[config.mk]
export PLATFORM = sky130hd
export DESIGN_NAME = spi_bus_arbiter
export DESIGN_NICKNAME = d
export VERILOG_FILES = /design/src/rtl/spi_arb_pkg.sv /design/src/rtl/spi_bus_arbiter_rr_pick.sv /design/src/rtl/spi_bus_arbiter.sv
export SDC_FILE = /design/constraint.sdc
export NUM_CORES = 1
export LEC_CHECK = 0
export ABC_AREA = 1
export ABC_CLOCK_PERIOD_IN_PS = 2000
export CORE_MARGIN = 2
export CORE_UTILIZATION = 40
export CTS_BUF_LIST = sky130_fd_sc_hd__clkbuf_4
export CTS_CLUSTER_SIZE = 14
export DETAILED_ROUTE_END_ITERATION = 7
export PLACE_DENSITY = 0.9
export SLEW_MARGIN = 20
export SYNTH_ARGS = -nofsm -noshare
export SYNTH_HDL_FRONTEND = slang
export SYNTH_SLANG_ARGS = --single-unit
[constraint.sdc]
create_clock -name SysClock -period 2 [get_ports SysClock]
set_input_delay 0.2 -clock SysClock [delete_from_list [all_inputs] [get_ports SysClock]]
set_output_delay 0.2 -clock SysClock [all_outputs]
set_load 0.01 [all_outputs]
[src/rtl/spi_arb_pkg.sv]
`default_nettype none
//============================================================================
// Module   : spi_arb_pkg
// Purpose  : Shared definitions for the SPI bus arbiter: engine word width,
//            default watchdog timeout and the arbiter FSM state encoding.
// Ports    : none (package)
// Revision : 1.0  initial release
//============================================================================
package spi_arb_pkg;

   localparam int SPI_WORD_W             = 32;
   localparam int DEFAULT_TIMEOUT_CYCLES = 4096;

   // Arbiter FSM state; binary encoded, kept as plain constants so older
   // code that compares raw state values keeps working.
   typedef logic [1:0] arbState_t;
   localparam arbState_t c_IDLE   = 2'd0;
   localparam arbState_t c_LAUNCH = 2'd1;
   localparam arbState_t c_WAIT   = 2'd2;

endpackage
`default_nettype wire

[src/rtl/spi_bus_arbiter_rr_pick.sv]
`default_nettype none
//============================================================================
// Module   : rr_pick
// Purpose  : Combinational round-robin picker. Selects the first pending
//            index at or after the pointer, wrapping modulo NUM_REQ.
// Ports    : pending      in  NUM_REQ  request vector
//            pointer      in  PTR_W    search start index
//            winnerOneHot out NUM_REQ  one-hot winner (zero if none pending)
//            winnerIdx    out PTR_W    binary winner index
//            anyPending   out 1        at least one request pending
// Revision : 1.0  initial release
//============================================================================
module rr_pick #(
   parameter int NUM_REQ = 4,
   parameter int PTR_W   = $clog2(NUM_REQ)
) (
   input  logic [NUM_REQ-1:0] pending,
   input  logic [PTR_W-1:0]   pointer,
   output logic [NUM_REQ-1:0] winnerOneHot,
   output logic [PTR_W-1:0]   winnerIdx,
   output logic               anyPending
);

   assign anyPending = |pending;

   // Scan offsets from farthest to nearest so the nearest pending slot
   // (relative to the pointer) is the last assignment and therefore wins.
   always_comb begin
      logic [PTR_W:0] w_slot;
      winnerIdx = '0;
      w_slot    = '0;
      for (int k = NUM_REQ - 1; k >= 0; k--) begin
         w_slot = {1'b0, pointer} + (PTR_W+1)'(k);
         if (w_slot >= (PTR_W+1)'(NUM_REQ)) begin
            w_slot = w_slot - (PTR_W+1)'(NUM_REQ);
         end
         if (pending[w_slot[PTR_W-1:0]]) begin
            winnerIdx = w_slot[PTR_W-1:0];
         end
      end
   end

   always_comb begin
      winnerOneHot            = '0;
      winnerOneHot[winnerIdx] = anyPending;
   end

endmodule
`default_nettype wire

[src/rtl/spi_bus_arbiter.sv]
`default_nettype none
//============================================================================
// Module   : spi_bus_arbiter
// Purpose  : Shares one SPI master engine among NUM_REQ sequencers. Start
//            pulses are queued in a pending register, the engine is granted
//            round-robin, the owner's TX word is replayed to the engine and
//            DONE/RX are routed back to the owner.
// Config   : SPI_ARB_WATCHDOG_EN - when defined, a WAIT-state watchdog
//            aborts a transaction after TIMEOUT_CYCLES and flags ReqError.
// Ports    : SysClock   in  1           system clock (posedge)
//            SysReset_n in  1           synchronous active-low reset
//            ReqStart   in  NUM_REQ     per-requester start pulse
//            ReqTX      in  32*NUM_REQ  packed per-requester TX words
//            ReqDone    out NUM_REQ     completion pulse to owner
//            ReqGrant   out NUM_REQ     one-hot current owner
//            ReqRX      out 32          RX word of last completion
//            ReqError   out 1           last completion was a watchdog abort
//            SPI_TX     out 32          word to engine
//            SPI_START  out 1           engine start pulse
//            SPI_DONE   in  1           engine completion
//            SPI_RX     in  32          engine receive word
// Revision : 1.0  initial release
//============================================================================
module spi_bus_arbiter
   import spi_arb_pkg::*;
#(
   parameter int NUM_REQ        = 4,
   parameter int TIMEOUT_CYCLES = DEFAULT_TIMEOUT_CYCLES
) (
   input  logic                          SysClock,
   input  logic                          SysReset_n,
   input  logic [NUM_REQ-1:0]            ReqStart,
   input  logic [SPI_WORD_W*NUM_REQ-1:0] ReqTX,
   output logic [NUM_REQ-1:0]            ReqDone,
   output logic [NUM_REQ-1:0]            ReqGrant,
   output logic [SPI_WORD_W-1:0]         ReqRX,
   output logic                          ReqError,
   output logic [SPI_WORD_W-1:0]         SPI_TX,
   output logic                          SPI_START,
   input  logic                          SPI_DONE,
   input  logic [SPI_WORD_W-1:0]         SPI_RX
);

   localparam int c_PTR_W = $clog2(NUM_REQ);

   arbState_t               r_state;
   logic [NUM_REQ-1:0]      r_pending;
   logic [c_PTR_W-1:0]      r_pointer;
   logic [c_PTR_W-1:0]      r_ownerIdx;
   logic [NUM_REQ-1:0]      r_grant;
   logic [NUM_REQ-1:0]      r_done;
   logic [SPI_WORD_W-1:0]   r_rx;
   logic [SPI_WORD_W-1:0]   r_tx;
   logic                    r_start;

   logic [NUM_REQ-1:0]      w_winOneHot;
   logic [c_PTR_W-1:0]      w_winIdx;
   logic                    w_anyPending;
   logic                    w_launch;
   logic [NUM_REQ-1:0]      w_clearMask;
   logic [c_PTR_W-1:0]      w_nextPointer;
   logic                    w_timeout;
   logic                    w_finish;
   logic [SPI_WORD_W-1:0]   w_txSlice [NUM_REQ];

   for (genvar g = 0; g < NUM_REQ; g++) begin : g_txSlice
      assign w_txSlice[g] = ReqTX[SPI_WORD_W*g +: SPI_WORD_W];
   end

   rr_pick #(
      .NUM_REQ (NUM_REQ),
      .PTR_W   (c_PTR_W)
   ) u_rrPick (
      .pending      (r_pending),
      .pointer      (r_pointer),
      .winnerOneHot (w_winOneHot),
      .winnerIdx    (w_winIdx),
      .anyPending   (w_anyPending)
   );

   assign w_launch    = (r_state == c_IDLE) && w_anyPending;
   assign w_clearMask = w_launch ? w_winOneHot : '0;

   // Pointer moves to the slot after the owner, wrapping for non-power-of-2
   // requester counts.
   assign w_nextPointer = (r_ownerIdx == c_PTR_W'(NUM_REQ - 1)) ? '0
                                                                 : r_ownerIdx + 1'b1;

`ifdef SPI_ARB_WATCHDOG_EN
   localparam int c_WD_W = $clog2(TIMEOUT_CYCLES + 1);

   logic [c_WD_W-1:0] r_wdCount;
   logic [c_WD_W-1:0] w_wdNext;
   logic              r_error;

   assign w_wdNext  = r_wdCount + 1'b1;
   // Fires on the WAIT edge at which the count would reach the limit.
   assign w_timeout = (r_state == c_WAIT) && (w_wdNext == c_WD_W'(TIMEOUT_CYCLES));

   always_ff @(posedge SysClock) begin
      if (!SysReset_n) begin
         r_wdCount <= '0;
         r_error   <= 1'b0;
      end else begin
         if (r_state == c_LAUNCH) begin
            r_wdCount <= '0;
         end else if (r_state == c_WAIT) begin
            r_wdCount <= w_wdNext;
         end
         // SPI_DONE wins over a coincident timeout.
         if (w_finish) begin
            r_error <= !SPI_DONE;
         end
      end
   end

   assign ReqError = r_error;
`else
   logic w_unusedTimeout;

   // Keeps the timeout parameter referenced when no watchdog is built.
   assign w_unusedTimeout = (TIMEOUT_CYCLES != 0);
   assign w_timeout       = 1'b0;
   assign ReqError        = 1'b0;
`endif

   assign w_finish = (r_state == c_WAIT) && (SPI_DONE || w_timeout);

   always_ff @(posedge SysClock) begin
      if (!SysReset_n) begin
         r_state    <= c_IDLE;
         r_pending  <= '0;
         r_pointer  <= '0;
         r_ownerIdx <= '0;
         r_grant    <= '0;
         r_done     <= '0;
         r_rx       <= '0;
         r_tx       <= '0;
         r_start    <= 1'b0;
      end else begin
         r_start <= 1'b0;
         r_done  <= '0;
         // New starts are OR-ed after the grant clear, so a start that
         // coincides with its own grant stays queued.
         r_pending <= (r_pending & ~w_clearMask) | ReqStart;

         case (r_state)
            c_IDLE: begin
               if (w_anyPending) begin
                  r_tx       <= w_txSlice[w_winIdx];
                  r_grant    <= w_winOneHot;
                  r_ownerIdx <= w_winIdx;
                  r_start    <= 1'b1;
                  r_state    <= c_LAUNCH;
               end
            end
            c_LAUNCH: begin
               r_state <= c_WAIT;
            end
            c_WAIT: begin
               if (w_finish) begin
                  r_rx      <= SPI_DONE ? SPI_RX : '0;
                  r_done    <= r_grant;
                  r_grant   <= '0;
                  r_pointer <= w_nextPointer;
                  r_state   <= c_IDLE;
               end
            end
            default: begin
               r_state <= c_IDLE;
            end
         endcase
      end
   end

   assign ReqDone   = r_done;
   assign ReqGrant  = r_grant;
   assign ReqRX     = r_rx;
   assign SPI_TX    = r_tx;
   assign SPI_START = r_start;

endmodule
`default_nettype wire
==> metrics.cfg, run 1 <==
[cells_and_area]
drive_gt1_frac = 0.06667
diodes = 0
fill_cells = 957
seq_area_um2 = 1664
nets = 1063
layout_common_cells = 238 x clkdlybuf4s50_1, 206 x nor2_1, 85 x nand2_1, 81 x dfxtp_1, 66 x o21ai_0
final_cells = 1040
multi_input_area_um2 = 2258
area_growth_syn_to_layout_pct = 60.86
final_common_cell = clkdlybuf4s50_1

[drt]
drc = 0
dr.pass1.iters = 5
antenna_left = 0
wl_um = 14860
wl_per_cell_um = 14.29
drt-initial-drc-count = 343
vias_per_cell = 4.944
vias = 5142

[min_path]
hold_path_class = in -> reg

[sta]
fin_skew_ps = 19.40
fin_tns_setup_ps = 0
final_hold_viol_count = 0
fmax_mhz = 542.8
fin_crit_sh = 0.9212
fin_crit_ps = 1842
slew_violations = 0
setup_viol = 0
grt_setup_unrepaired = false

[setup_path]
worstPathArrival_ps = 2170
required_ps = 2320
critPathKind = reg -> reg
cp_max_fo = 17
reg2reg_slack_ps = 160
endpoint_kind = flop
start_kind = flop

[die]
io_pins = 241
core-area_um2 = 10750
die_h_um = 108.4
start_util = 0.4058
rows = 38
die_w_um = 108.4
die-area_um2 = 11750

[clocking]
holdBufCountCts = 0
root_buffer = clkbuf_4
ctsLongestPathBuffers = 2
post_cts_buffers = 0
insertion_delay_ps = 430
cts-resized-gates = 0
cts_tree = done
htreeDepth = 3
cts.sinks = 83
numCtsBuffers = 9
clkSlewWorstSetupHoldPaths_ps = 160

[synth]
synth-compound-area-share = 0.09469
synth-xor-area-share = 0
syn_inst = 677
synth.ff_latch_count = 83
synth_top_family_by_area = simple AND/OR/NAND/NOR gates
syn_nets = 845
syn_area_um2 = 4360
synth_mux_area_frac = 0
yosysTopAreaCellShare = 0.3811
yosys-top-cells-area = dfxtp_1 38%, nor2_1 18%, o21ai_0 7.6%
synth_fa_ha_area_frac = 0.002869
synthDistinctLibCells = 28
synth_top_area_cell = dfxtp_1
ys_seq_area_frac = 0.3811
yosys_warnings = 0
avgSynthCellArea_um2 = 6.441
synthSimpleGateAreaFrac = 0.4178

[power_and_ir_drop]
p_clk_frac = 0.174
p_seq_frac = 0.376
p_per_area_nw_per_um2 = 761.1
power_frac_comb = 0.450
swShare = 0.3791
vdd_ir_drop_max_v = 0.0003954
power.leakage_nw = 3.013
power_switching_w = 0.002024
intPower_w = 0.003315

[global_route]
grt_pass1_vias = 4644
antenna_found_initial = 0
track_usage = 0.2410
grt_pass1_wl_um = 22550
grt_max_degree = 73
overflow = 0

[run_status]
status = completed

[place]
dpl.cell_count = 1023
port_buffers = 239
place.gp.congestion = 0.9192
hpwlAfterDp_um = 10560

[run]
drv_cap = 0

[Yosys cell counts, drive strengths merged]
library cell	number
nor4	1
nand3	77
nor3	2
buf	28
conb	1
and2	1
o31ai	1
nand2	91
nor2	207
clkinv	1
o21ai	67
a21oi	11
dfxtp	83
clkbuf	21
o211ai	2
inv	50
ha	1
nand4	32
[stage by stage]
step / setup WS (ps) / util / total power, W / instance area (um2) / hold WS [ps]
5_1_grt: 6.456 / 0.6528 / 0.005703 / 7014 / 271.4
2_1_floorplan: 359.3 / - / 0.003343 / 4360 / 317.4
4_1_cts: 88.75 / 0.6502 / 0.005344 / 6987 / 259.9
3_3_place_gp: 201.8 / 0.6381 / 0.004359 / 6857 / 435.6
6_report: 157.6 / 0.6528 / 0.005339 / 7014 / 285.9
3_5_place_dp: 105.6 / 0.6381 / 0.004402 / 6857 / 438.6
[power by group through the flow]
stage	clock, W	combinational [W]	sequential (W)
finish	0.000930	0.00240	0.00201
global route	0.00104	0.00263	0.00203
CTS	0.000966	0.00237	0.00200
detailed placement	0	0.00237	0.00204
global placement	0	0.00233	0.00203
floorplan	0	0.00122	0.00213
[layout make-up]
class                           count  share of cell area
Clock buffer                        9            0.009633
Inverter                           51             0.02729
Tap cell                          140             0.02497
Sequential cell                    83              0.2372
Multi-Input combinational cell    494              0.3220
Timing Repair Buffer              256              0.3700
Clock inverter                      7            0.008919
[worst max-delay path, cell delays in order, from the launching register on]
cell and delay (ps):
dfxtp_1 420, inv_1 70, nand2_1 80, nand3_1 110, nand2_1 100, nand3_2 110
nand2_2 100, nand2_4 60, nand2_4 130, buf_4 240, nand2_1 70, nand2_1 60
nor2_1 50, nor2_1 90, nor2_1 40
[sequential cells by signal, summed over array words and instances (netlist names)]
register	count
ReqGrant	4
r_state	2
r_pointer	2
ReqDone	4
SPI_TX	32
r_pending	4
ReqRX	32
SPI_START	1
r_ownerIdx	2
[metal layers]
metal	global-route usage	vias to the layer above	routed length, um	part of all wire
li1	-	2616	-	-
met1	0.2916	2324	6155	0.41
met5	0	-	0	0
met4	0.09158	0	388	0.026
met3	0.05244	30	933	0.063
met2	0.4165	172	7382	0.50
[kinds of logic (layout without fill, tap and decap cells)]
logic type / Yosys count / in the layout
buffers and inverters: 100 / 323
other: 1 / 1
AND/OR/NAND/NOR: 411 / 411
AO/OA/AOI/OAI: 81 / 81
adder cells (fa/ha/maj): 1 / 1
flip-flops: 83 / 83
[final timing paths]
path                      from         end  cells past startpoint
setup reg to reg  r_pending[1]  SPI_TX[18]                     14
hold / removal      SysReset_n    ReqRX[3]                      4
setup / recovery  r_pending[1]  SPI_TX[18]                     14
hold reg to reg    ReqGrant[3]  ReqDone[3]                      2
No activity file was read; power rests on OpenSTA's default activity.
==> run 2, diff against run 1 <==
--- a/config.mk
+++ b/config.mk
@@ -8,12 +8,12 @@
 export ABC_AREA = 1
 export ABC_CLOCK_PERIOD_IN_PS = 2000
 export CORE_MARGIN = 2
-export CORE_UTILIZATION = 40
-export CTS_BUF_LIST = sky130_fd_sc_hd__clkbuf_4
+export CORE_UTILIZATION = 39
 export CTS_CLUSTER_SIZE = 14
 export DETAILED_ROUTE_END_ITERATION = 7
-export PLACE_DENSITY = 0.9
+export PLACE_DENSITY = 0.88
 export SLEW_MARGIN = 20
 export SYNTH_ARGS = -nofsm -noshare
 export SYNTH_HDL_FRONTEND = slang
 export SYNTH_SLANG_ARGS = --single-unit
+export TNS_END_PERCENT = 50
==> run 2 against run 1 <==
Clock power up 20%. Hold slack better by 39 ps. Global-route usage up 0.16 points. Via count up 0.88%. Combinational power about the same. First-iteration DRC count up 2.9%. Setup slack better by 20 ps. Final cell count about the same. Sequential share of layout area down 0.26 points. Highest routed layer is now met5.
==> metrics.cfg, run 2 (same netlist as run 1, synthesis figures left out) <==
[setup_path]
crit_start = r_pending[2]  ; was r_pending[1]
start_kind = flop  ; unchanged
worstPathArrival_ps = 2070  ; was 2170 ps
endpoint_kind = flop  ; unchanged
required_ps = 2240  ; was 2320 ps
path_cells = inv_1 > nand2_2 > nand3_1 > nand2_1 > nand3_2 > nand2_2 > nand2_4 > nand2_4 > buf_16 > nand2_1 > nand2_1 > nor2_1 > nor2_1 > nor2_1  ; was inv_1 > nand2_1 > nand3_1 > nand2_1 > nand3_2 > nand2_2 > nand2_4 > nand2_4 > buf_4 > nand2_1 > nand2_1 > nor2_1 > nor2_1 > nor2_1
critPathKind = reg -> reg  ; unchanged
max_stage_delay_ps = 410  ; was 420 ps
cp_max_fo = 33  ; was 17
cpMaxStageDelayCell = dfxtp_1  ; unchanged
rr_worst_depth = 14  ; unchanged
r2r-start = r_pending[2]  ; was r_pending[1]
critPathCapture = SPI_TX[10]  ; was SPI_TX[18]
reg2reg_slack_ps = 180  ; was 160 ps
reg2reg_to = SPI_TX[10]  ; was SPI_TX[18]

[cells_and_area]
diodes = 0  ; unchanged
fin_util = 0.6530  ; was 0.6528
layout_common_cells = 238 x clkdlybuf4s50_1, 206 x nor2_1, 85 x nand2_1, 78 x dfxtp_1, 66 x o21ai_0  ; was 238 x clkdlybuf4s50_1, 206 x nor2_1, 85 x nand2_1, 81 x dfxtp_1, 66 x o21ai_0
multi_input_area_um2 = 2283  ; was 2258 um2
final_cells = 1041  ; was 1040
drive_gt1_frac = 0.07214  ; was 0.06667
area_growth_syn_to_layout_pct = 63.04  ; was 60.86%
seq_area_um2 = 1668  ; was 1664 um2
nets = 1064  ; was 1063
final_common_cell = clkdlybuf4s50_1  ; unchanged
fill_cells = 976  ; was 957

[clocking]
clkSlewWorstSetupHoldPaths_ps = 100  ; was 160 ps
numCtsBuffers = 9  ; unchanged
cts.sinks = 83  ; unchanged
insertion_delay_ps = 350  ; was 430 ps
ctsLongestPathBuffers = 2  ; unchanged
cts_tree = done  ; unchanged
holdBufCountCts = 0  ; unchanged
htreeDepth = 3  ; unchanged
root_buffer = clkbuf_8  ; was clkbuf_4

[drt]
vias = 5187  ; was 5142
wl_um = 15290  ; was 14860 um
dr.pass1.iters = 5  ; unchanged
wl_per_cell_um = 14.69  ; was 14.29 um
antenna_left = 0  ; unchanged
drt-initial-drc-count = 353  ; was 343
vias_per_cell = 4.983  ; was 4.944
drc = 0  ; unchanged

[run_status]
status = completed  ; unchanged

[place]
pre_cts_ws_ps = 38.77  ; was 105.6 ps
hpwlAfterDp_um = 10870  ; was 10560 um
port_buffers = 239  ; unchanged
dpl.cell_count = 1023  ; unchanged
place.gp.congestion = 0.8386  ; was 0.9192

[sta]
fin_crit_ps = 1823  ; was 1842 ps
slew_headroom = 0.4491
tightest_slew_ps = 825.5
fin_skew_ps = 16.93  ; was 19.40 ps
final_hold_viol_count = 0  ; unchanged
slew_violations = 0  ; unchanged
grt_setup_unrepaired = false  ; unchanged
fin_tns_setup_ps = 0  ; unchanged
setup_viol = 0  ; unchanged
fin_crit_sh = 0.9113  ; was 0.9212
setup_slack_ps = 177.5  ; was 157.6 ps
fmax_mhz = 548.7  ; was 542.8 MHz

[global_route]
antenna_found_initial = 1  ; was 0
track_usage = 0.2426  ; was 0.2410
grt_pass1_wl_um = 23160  ; was 22550 um
overflow = 0  ; unchanged
grt_pass1_vias = 4957  ; was 4644
grt_max_degree = 66  ; was 73

[min_path]
hold_path_class = in -> reg  ; unchanged
hold_start = SysReset_n  ; unchanged

[run]
drv_cap = 0  ; unchanged

[power_and_ir_drop]
intPower_w = 0.003522  ; was 0.003315 W
p_clk_frac = 0.201  ; was 0.174
p_per_area_nw_per_um2 = 783.3  ; was 761.1 nW/um2
vdd_ir_drop_max_v = 0.0004414  ; was 0.0003954 V
power.leakage_nw = 3.043  ; was 3.013 nW
p_seq_frac = 0.363  ; was 0.376
totalPowerFinal_w = 0.005569  ; was 0.005339 W
swShare = 0.3675  ; was 0.3791
power_frac_comb = 0.437  ; was 0.450
power_switching_w = 0.002047  ; was 0.002024 W

[die]
core-area_um2 = 10890  ; was 10750 um2
rows = 38  ; unchanged
start_util = 0.4005  ; was 0.4058
die-area_um2 = 12040  ; was 11750 um2
die_h_um = 109.7  ; was 108.4 um
io_pins = 241  ; unchanged
die_w_um = 109.7  ; was 108.4 um

-- run 2: area by class of cell --
type	instances	area share
Clock buffer	10	0.01795
Clock inverter	6	0.006864
Inverter	51	0.02693
Multi-Input combinational cell	495	0.3212
Sequential cell	83	0.2346
Tap cell	140	0.02464
Timing Repair Buffer	256	0.3678
-- run 2: worst min-delay path by stage --
| stage | to | slack [ps] | cells after the start |
|---|---|---|---|
| CTS | SPI_TX[16] | 320 | 3 |
| global route | SPI_TX[16] | 340 | 3 |
| detailed placement | ReqDone[2] | 440 | 2 |
| finish | r_ownerIdx[1] | 320 | 3 |
| floorplan | r_pending[0] | 320 | 2 |
| global placement | ReqDone[2] | 440 | 2 |
-- run 2: timing repair --
action	4_1_cts	5_1_grt
endpoints found under the setup margin	0	39
setup buffers	0	0
resized for setup	0	9
-- run 2: layer usage --
metal | track usage | share of wire | up-vias
met1 | 0.2819 | 0.39 | 2315
met5 | 0 | 0.00085 | -
li1 | - | - | 2615
met3 | 0.05572 | 0.066 | 50
met4 | 0.09494 | 0.038 | 2
met2 | 0.4299 | 0.50 | 205
-- run 2: worst max-delay path, delay by kind of cell (launching register included) --
family | cells | cell delay [ps]
AND/OR/NAND/NOR | 12 | 1000
flip-flops | 1 | 410
buffers and inverters | 2 | 280
-- run 2: power by group through the flow --
stage	clock, W	sequential, W	combinational [W]
5_1_grt	0.00122	0.00205	0.00267
3_5_place_dp	0	0.00205	0.00236
6_report	0.00112	0.00202	0.00243
3_3_place_gp	0	0.00204	0.00233
2_1_floorplan	0	0.00213	0.00122
4_1_cts	0.00114	0.00201	0.00237
-- run 2: per-stage QoR --
step | area [um2] | hold WS [ps]
6_report | 7109 | 324.7
5_1_grt | 7109 | 344.1
4_1_cts | 7046 | 317.4
3_5_place_dp | 6869 | 442.3
3_3_place_gp | 6869 | 438.2
2_1_floorplan | 4360 | 317.4
